<file path="src/rtl/cpu_ctrl_pkg.sv">
// Shared encodings for the hard-wired control sequencer: opcodes, FSM state
// encoding, ALU-op bit positions and instruction field locations.
package cpu_ctrl_pkg;

    // 5-bit opcodes
    localparam logic [4:0] OP_ADD  = 5'b00011;
    localparam logic [4:0] OP_SUB  = 5'b00100;
    localparam logic [4:0] OP_AND  = 5'b00101;
    localparam logic [4:0] OP_OR   = 5'b00110;
    localparam logic [4:0] OP_SHR  = 5'b00111;
    localparam logic [4:0] OP_SHRA = 5'b01000;
    localparam logic [4:0] OP_SHL  = 5'b01001;
    localparam logic [4:0] OP_ROR  = 5'b01010;
    localparam logic [4:0] OP_ROL  = 5'b01011;
    localparam logic [4:0] OP_MUL  = 5'b01111;
    localparam logic [4:0] OP_DIV  = 5'b10000;
    localparam logic [4:0] OP_NEG  = 5'b10001;
    localparam logic [4:0] OP_NOT  = 5'b10010;
    localparam logic [4:0] OP_NOP  = 5'b11010;
    localparam logic [4:0] OP_HALT = 5'b11011;

    // Sequencer states: fetch T0..T2, execute T3..T6, plus the terminal HALT
    typedef enum logic [3:0] {
        ST_T0   = 4'd0,
        ST_T1   = 4'd1,
        ST_T2   = 4'd2,
        ST_T3   = 4'd3,
        ST_T4   = 4'd4,
        ST_T5   = 4'd5,
        ST_T6   = 4'd6,
        ST_HALT = 4'd15
    } state_t;

    // Execution classes produced by the instruction decoder
    typedef enum logic [2:0] {
        CLS_R3      = 3'd0,
        CLS_UNARY   = 3'd1,
        CLS_MULDIV  = 3'd2,
        CLS_NOP     = 3'd3,
        CLS_HALT    = 3'd4,
        CLS_ILLEGAL = 3'd5
    } op_class_t;

    // Bit positions inside the one-hot alu_op bus
    localparam int ALU_W    = 13;
    localparam int ALU_AND  = 0;
    localparam int ALU_OR   = 1;
    localparam int ALU_ADD  = 2;
    localparam int ALU_SUB  = 3;
    localparam int ALU_MUL  = 4;
    localparam int ALU_DIV  = 5;
    localparam int ALU_SHR  = 6;
    localparam int ALU_SHRA = 7;
    localparam int ALU_SHL  = 8;
    localparam int ALU_ROR  = 9;
    localparam int ALU_ROL  = 10;
    localparam int ALU_NEG  = 11;
    localparam int ALU_NOT  = 12;

    // Instruction field locations
    localparam int OPC_HI = 31;
    localparam int OPC_LO = 27;
    localparam int RA_HI  = 26;
    localparam int RA_LO  = 23;
    localparam int RB_HI  = 22;
    localparam int RB_LO  = 19;
    localparam int RC_HI  = 18;
    localparam int RC_LO  = 15;

    // One-hot register select from a 4-bit register index
    function automatic logic [15:0] reg_sel(input logic [3:0] idx);
        reg_sel = 16'h0001 << idx;
    endfunction

endpackage

</file>
<file path="src/rtl/instr_decoder.sv">
// Combinational instruction decoder: classifies the opcode into an execution
// class, produces the one-hot ALU operation and extracts the register fields.
import cpu_ctrl_pkg::*;

module instr_decoder (
    input  logic [31:0] ir,
    output op_class_t   op_class,
    output logic [12:0] alu_op,
    output logic [3:0]  ra,
    output logic [3:0]  rb,
    output logic [3:0]  rc
);

    logic [4:0] opcode;
    logic       ir_low_unused;

    assign opcode        = ir[OPC_HI:OPC_LO];
    assign ra            = ir[RA_HI:RA_LO];
    assign rb            = ir[RB_HI:RB_LO];
    assign rc            = ir[RC_HI:RC_LO];
    assign ir_low_unused = ^ir[RC_LO-1:0];

    // Opcode to execution class and ALU operation; anything unlisted is illegal
    always_comb begin
        op_class = CLS_ILLEGAL;
        alu_op   = '0;
        case (opcode)
            OP_ADD:  begin op_class = CLS_R3;     alu_op[ALU_ADD]  = 1'b1; end
            OP_SUB:  begin op_class = CLS_R3;     alu_op[ALU_SUB]  = 1'b1; end
            OP_AND:  begin op_class = CLS_R3;     alu_op[ALU_AND]  = 1'b1; end
            OP_OR:   begin op_class = CLS_R3;     alu_op[ALU_OR]   = 1'b1; end
            OP_SHR:  begin op_class = CLS_R3;     alu_op[ALU_SHR]  = 1'b1; end
            OP_SHRA: begin op_class = CLS_R3;     alu_op[ALU_SHRA] = 1'b1; end
            OP_SHL:  begin op_class = CLS_R3;     alu_op[ALU_SHL]  = 1'b1; end
            OP_ROR:  begin op_class = CLS_R3;     alu_op[ALU_ROR]  = 1'b1; end
            OP_ROL:  begin op_class = CLS_R3;     alu_op[ALU_ROL]  = 1'b1; end
            OP_MUL:  begin op_class = CLS_MULDIV; alu_op[ALU_MUL]  = 1'b1; end
            OP_DIV:  begin op_class = CLS_MULDIV; alu_op[ALU_DIV]  = 1'b1; end
            OP_NEG:  begin op_class = CLS_UNARY;  alu_op[ALU_NEG]  = 1'b1; end
            OP_NOT:  begin op_class = CLS_UNARY;  alu_op[ALU_NOT]  = 1'b1; end
            OP_NOP:  op_class = CLS_NOP;
            OP_HALT: op_class = CLS_HALT;
            default: op_class = CLS_ILLEGAL;
        endcase
    end

endmodule

</file>
<file path="src/rtl/control_unit.sv">
// Hard-wired control sequencer for the CPU datapath. Holds the T-state
// register and decodes every datapath control line from state and ir.
import cpu_ctrl_pkg::*;

module control_unit (
    input  logic        clk,
    input  logic        reset,
    input  logic [31:0] ir,
    input  logic        mem_ready,
    output logic [15:0] reg_in,
    output logic [15:0] reg_out,
    output logic        pc_out,
    output logic        mar_in,
    output logic        pc_in,
    output logic        inc_pc,
    output logic        read,
    output logic        mdr_in,
    output logic        mdr_out,
    output logic        ir_in,
    output logic        y_in,
    output logic        z_in,
    output logic        zlow_out,
    output logic        zhigh_out,
    output logic        hi_in,
    output logic        lo_in,
    output logic [12:0] alu_op,
    output logic        run,
    output logic        illegal_op
);

    state_t      state;
    op_class_t   op_class;
    logic [12:0] dec_alu;
    logic [3:0]  ra;
    logic [3:0]  rb;
    logic [3:0]  rc;

    instr_decoder u_dec (
        .ir       (ir),
        .op_class (op_class),
        .alu_op   (dec_alu),
        .ra       (ra),
        .rb       (rb),
        .rc       (rc)
    );

    // State sequencing; run rises on the first edge out of reset (state stays
    // T0 for that edge) and falls when the sequencer enters HALT
    always_ff @(posedge clk or negedge reset) begin
        if (!reset) begin
            state <= ST_T0;
            run   <= 1'b0;
        end else if (!run) begin
            if (state != ST_HALT)
                run <= 1'b1;
        end else begin
            case (state)
                ST_T0: state <= ST_T1;
                ST_T1: if (mem_ready) state <= ST_T2;
                ST_T2: state <= ST_T3;
                ST_T3: begin
                    case (op_class)
                        CLS_R3, CLS_UNARY, CLS_MULDIV: state <= ST_T4;
                        CLS_HALT: begin
                            state <= ST_HALT;
                            run   <= 1'b0;
                        end
                        default: state <= ST_T0;
                    endcase
                end
                ST_T4: state <= (op_class == CLS_UNARY) ? ST_T0 : ST_T5;
                ST_T5: state <= (op_class == CLS_MULDIV) ? ST_T6 : ST_T0;
                ST_T6: state <= ST_T0;
                ST_HALT: begin
                    state <= ST_HALT;
                    run   <= 1'b0;
                end
                default: state <= ST_T0;
            endcase
        end
    end

    // Per-state control decode; gated by run so reset and HALT force all zero
    always_comb begin
        reg_in     = '0;
        reg_out    = '0;
        pc_out     = 1'b0;
        mar_in     = 1'b0;
        pc_in      = 1'b0;
        inc_pc     = 1'b0;
        read       = 1'b0;
        mdr_in     = 1'b0;
        mdr_out    = 1'b0;
        ir_in      = 1'b0;
        y_in       = 1'b0;
        z_in       = 1'b0;
        zlow_out   = 1'b0;
        zhigh_out  = 1'b0;
        hi_in      = 1'b0;
        lo_in      = 1'b0;
        alu_op     = '0;
        illegal_op = 1'b0;
        if (run) begin
            case (state)
                ST_T0: begin
                    pc_out = 1'b1;
                    mar_in = 1'b1;
                    inc_pc = 1'b1;
                    pc_in  = 1'b1;
                end
                ST_T1: begin
                    read   = 1'b1;
                    mdr_in = 1'b1;
                end
                ST_T2: begin
                    mdr_out = 1'b1;
                    ir_in   = 1'b1;
                end
                ST_T3: begin
                    case (op_class)
                        CLS_R3: begin
                            reg_out = reg_sel(rb);
                            y_in    = 1'b1;
                        end
                        CLS_UNARY: begin
                            reg_out = reg_sel(rb);
                            alu_op  = dec_alu;
                            z_in    = 1'b1;
                        end
                        CLS_MULDIV: begin
                            reg_out = reg_sel(ra);
                            y_in    = 1'b1;
                        end
                        CLS_ILLEGAL: illegal_op = 1'b1;
                        default: ;
                    endcase
                end
                ST_T4: begin
                    case (op_class)
                        CLS_R3: begin
                            reg_out = reg_sel(rc);
                            alu_op  = dec_alu;
                            z_in    = 1'b1;
                        end
                        CLS_UNARY: begin
                            zlow_out = 1'b1;
                            reg_in   = reg_sel(ra);
                        end
                        CLS_MULDIV: begin
                            reg_out = reg_sel(rb);
                            alu_op  = dec_alu;
                            z_in    = 1'b1;
                        end
                        default: ;
                    endcase
                end
                ST_T5: begin
                    case (op_class)
                        CLS_R3: begin
                            zlow_out = 1'b1;
                            reg_in   = reg_sel(ra);
                        end
                        CLS_MULDIV: begin
                            zlow_out = 1'b1;
                            lo_in    = 1'b1;
                        end
                        default: ;
                    endcase
                end
                ST_T6: begin
                    if (op_class == CLS_MULDIV) begin
                        zhigh_out = 1'b1;
                        hi_in     = 1'b1;
                    end
                end
                default: ;
            endcase
        end
    end

endmodule

</file>
<file path="config.mk">
export PLATFORM = sky130hd
export DESIGN_NAME = control_unit
export DESIGN_NICKNAME = d
export VERILOG_FILES = /design/src/rtl/cpu_ctrl_pkg.sv /design/src/rtl/instr_decoder.sv /design/src/rtl/control_unit.sv
export SDC_FILE = /design/constraint.sdc
export NUM_CORES = 1
export LEC_CHECK = 0
export BUFFER_PORTS_ARGS = -buffer_cell sky130_fd_sc_hd__clkbuf_2
export CAP_MARGIN = 10
export CORE_ASPECT_RATIO = 2
export CORE_MARGIN = 5
export CORE_UTILIZATION = 33
export DETAILED_ROUTE_END_ITERATION = 8
export GPL_ROUTABILITY_DRIVEN = 1
export PLACE_DENSITY = 0.65
export SLEW_MARGIN = 10
export SYNTH_ARGS = -nofsm -noshare
export SYNTH_HDL_FRONTEND = slang
export SYNTH_SLANG_ARGS = --single-unit
</file>
<file path="constraint.sdc">
create_clock -name clk -period 3.4 [get_ports clk]
set_clock_uncertainty 0.15 [all_clocks]
set_input_delay 0.34 -clock clk [delete_from_list [all_inputs] [get_ports clk]]
set_output_delay 0.34 -clock clk [all_outputs]
set_load 0.01 [all_outputs]
</file>
==> summary.md <==
| Metric | Value |
|---|---|
| Seq cells post-synth | `5` |
| CTS resizes | `0` |
| Row count | `34` |
| Hold Crit Class | `input port to async pin` |
| Storage cell area | `125 um^2` |
| Netlist cell types | `46` |
| Hpwl dp | `4.51 mm` |
| Syn nets | `269` |
| Post-route minimum period | `3.08 ns` |
| Footprint of the multi-input gates | `0.00119 mm^2` |
| DR iter-0 viols | `82` |
| Final setup fails | `0` |
| Slowest cell on the critical path | `dfrtp_1` |
| Worst Setup Start Kind | `flop` |
| Maximum operating frequency | `324 MHz` |
| Final-layout fill cell count | `489` |
| Final period util | `90.6%` |
| Synth Warn # | `0` |
| TritonCTS Buffers | `3` |
| CP Cell Sequence | `or3b_1, or2_0, or3_4, o221ai_1, clkbuf_2` |
| Post-Synth Adder-Cell Area | `0%` |
| Skew-Pair Late Insertion Delay | `0.22 ns` |
| First-pass DRT Iterations | `4` |
| Hold slack | `0.313 ns` |
| Layout cells sized above 1 | `33.9%` |
| Seq/Total Area, Yosys | `8.41%` |
| Vias in the first global route | `1970` |
| Final std cells w/o fill | `352` |
| Max-slew violations | `0` |
| DR DRC count | `0` |
| Fin. Hold Viols | `0` |
| NumNets Final | `334` |
| Largest family of logic cells by synthesized area | `simple AND/OR/NAND/NOR gates` |
| Core Box Area | `0.00438 mm^2` |
| Initial antenna violation count | `0` |
| Worst-Margin Slew | `1.13 ns` |
| CP peak stage delay | `0.53 ns` |
| Starting density of the core | `34.0%` |
| Ys flop type | `dfrtp_1` |
| Die width | `57.5 um` |
| Crit path kind | `flop to output pin` |
| Async SR Flop Fraction | `100%` |
| Cells after synthesis | `234` |
| Clk Tree Root Cell | `clkbuf_8` |
| Levels on crit path | `5` |
| Clock Path Buffers | `2` |
| Mapped Area | `0.00149 mm^2` |
| Reg2Reg Depth | `4` |
| DP Area | `0.00185 mm^2` |
| Total power | `631 uW` |
| Status | `finished, final reports clean` |
| CP delay by family, top | `simple AND/OR/NAND/NOR gates` |
| Post-route design area | `0.00191 mm^2` |
| H-tree depth | `1` |
| Mux share of post-synthesis cell area | `0.673%` |
| Req. time, crit path | `2.91 ns` |
| Max IR drop VDD | `0.335 mV` |
| CTS tree | `done` |
| Antenna-violating nets left | `0` |
| Number of synthesized flops with an enable pin | `0` |
| Worst Path Max Fanout | `11` |
| Leak | `0.000806 uW` |
| Slew HR | `24.3%` |
| PwrDens | `331 mW/mm^2` |
| First-pass GRT wire length | `8.96 mm` |
| Die Span Y | `105 um` |
| Pin count of the biggest net entering global routing | `23` |
| DP Cell Count | `347` |
| Number of diodes | `0` |
| Vias | `2111` |
| XOR/XNOR Fraction of Synth Area | `0.589%` |
| IO Port Bufs | `80` |
| Final wirelength | `5.54 mm` |
| Die ar. | `0.00603 mm^2` |
| IO Pins | `96` |
| Via density | `6.00` |
| Mean routed wirelength per cell | `15.7 um` |
| Crit path capture type | `output pin` |
| Max-cap violation count | `0` |
| Worst Path Arrival | `2.59 ns` |
| Synth Area in Simple Gates | `49.8%` |
| Final TNS setup | `0 ns` |
| Clock tree sinks | `5` |
| Total grt overflow | `0` |
| Synth Area in Compound Gates | `29.2%` |
| Clock-pin slew on the worst setup and hold paths | `0.03 ns` |
| Placer Congestion | `0.888` |
| GR Util All Layers | `17.8%` |
| Syn avg cell area | `6.36 um^2` |
| WP buf/inv | `1` |
| RSZ-0062 raised after global routing | `no` |
| Area Overhead vs Synth | `28.3%` |
## state kept, by name (all words and copies together) (netlist names)
name   cells
run        1
state      4
## cell usage after synthesis (2+ instances only)
cell,instances,area (um^2)
o41ai_1,2,17.5
a211o_1,2,17.5
clkbuf_1,14,52.6
a32oi_1,2,17.5
o22ai_1,2,12.5
dfrtp_1,5,125
buf_4,7,52.6
nor3_2,2,20.0
nand4_1,2,12.5
buf_2,3,15.0
or3_4,2,22.5
nand2_1,23,86.3
nor2_1,11,41.3
nand3b_1,4,30.0
o221ai_1,8,70.1
o21ai_0,14,70.1
a311oi_1,2,17.5
buf_6,2,22.5
or2_2,5,31.3
or3_1,4,25.0
nor2b_1,6,37.5
and2_1,2,12.5
a21oi_1,16,80.1
nor3b_1,6,45.0
nor3_1,12,60.1
a22oi_1,6,45.0
a31oi_1,2,12.5
nor4_1,27,169
nand3_1,6,30.0
nand2b_1,14,87.6
inv_1,6,22.5
## per-layer routing
layer / GRT usage [%] / wire, um / up-vias / part of all wire (%)
met1: 17.1 / 1840 / 975 / 33
met5: 0 / 0 / - / 0
li1: - / - / 1024 / -
met4: 9.62 / 246 / 0 / 4.4
met3: 1.98 / 267 / 27 / 4.8
met2: 34.5 / 3190 / 85 / 58
## cell usage in the layout (no fill, tap or decap), drive strengths merged
master / netlist / routed
mux2i: 1 / 1
o41ai: 2 / 2
o22ai: 2 / 2
or3b: 1 / 1
o221ai: 8 / 8
and2: 2 / 2
a211oi: 1 / 1
a2bb2oi: 1 / 1
o31ai: 1 / 1
a32oi: 2 / 2
xor2: 1 / 1
nor3b: 6 / 6
nand4: 2 / 2
o21ai: 15 / 15
dfrtp: 5 / 5
nand2: 23 / 23
or3: 6 / 6
nand3b: 4 / 4
nand3: 6 / 6
nor2b: 6 / 6
o32a: 1 / 1
nor3: 14 / 14
dlygate4sd3: 0 / 1
and3: 1 / 1
a2111o: 1 / 1
nor4: 27 / 27
nor2: 11 / 11
a311oi: 2 / 2
and4: 1 / 1
a21oi: 16 / 16
inv: 6 / 6
a22oi: 6 / 6
o22a: 1 / 1
clkbuf: 14 / 84
buf: 13 / 6
or2: 6 / 6
a31oi: 2 / 2
a211o: 2 / 2
a21bo: 1 / 1
nand2b: 14 / 14
## cell families (layout without fill, tap and decap cells)
| group | count (synthesis) | after routing |
|---|---|---|
| AOI/OAI and AO/OA | 64 | 64 |
| xor gates and xnor gates | 1 | 1 |
| muxes | 1 | 1 |
| buffers and inverters | 33 | 97 |
| and+or+nand+nor | 130 | 130 |
| DFF | 5 | 5 |
## per-stage QoR
stage	worst slack (ns)	utilization, %
after floorplan	0.898	-
after global placement	0.596	42.3
after global routing	0.176	43.6
after detailed placement	0.573	42.3
final	0.318	43.6
after CTS	0.322	43.6
## power breakdown
part | internal [uW] | leakage, uW | switching, uW
Combinational | 153 | 0.000723 | 278
Sequential | 75.2 | 0.0000603 | 18.5
Clock | 80.2 | 0.0000228 | 26.2
## layout make-up
cell class | count | area share [%]
flip-flops and latches | 5 | 6.55
clock buffers | 4 | 2.36
multi-input cells | 196 | 62.5
repair buffers | 87 | 23.9
well taps | 54 | 3.54
inverters | 6 | 1.18
## path summary, 6_finish.rpt
path / end / slack, ns / startpoint
max in group asynchronous: state[0] / 2.65 / reset
min in group clk: state[1] / 0.36 / mem_ready
min reg2reg: state[3] / 0.43 / state[3]
max reg2reg: state[2] / 1.40 / run
min: state[3] / 0.31 / reset
max: reg_out[0] / 0.32 / run
## timing repair
item | 4_1_cts | 5_1_grt
hold buffers | 1 | 0
endpoints found under the hold margin | 5 | 0
setup buffers | 0 | 0
No activity file was read; power rests on OpenSTA's default activity.
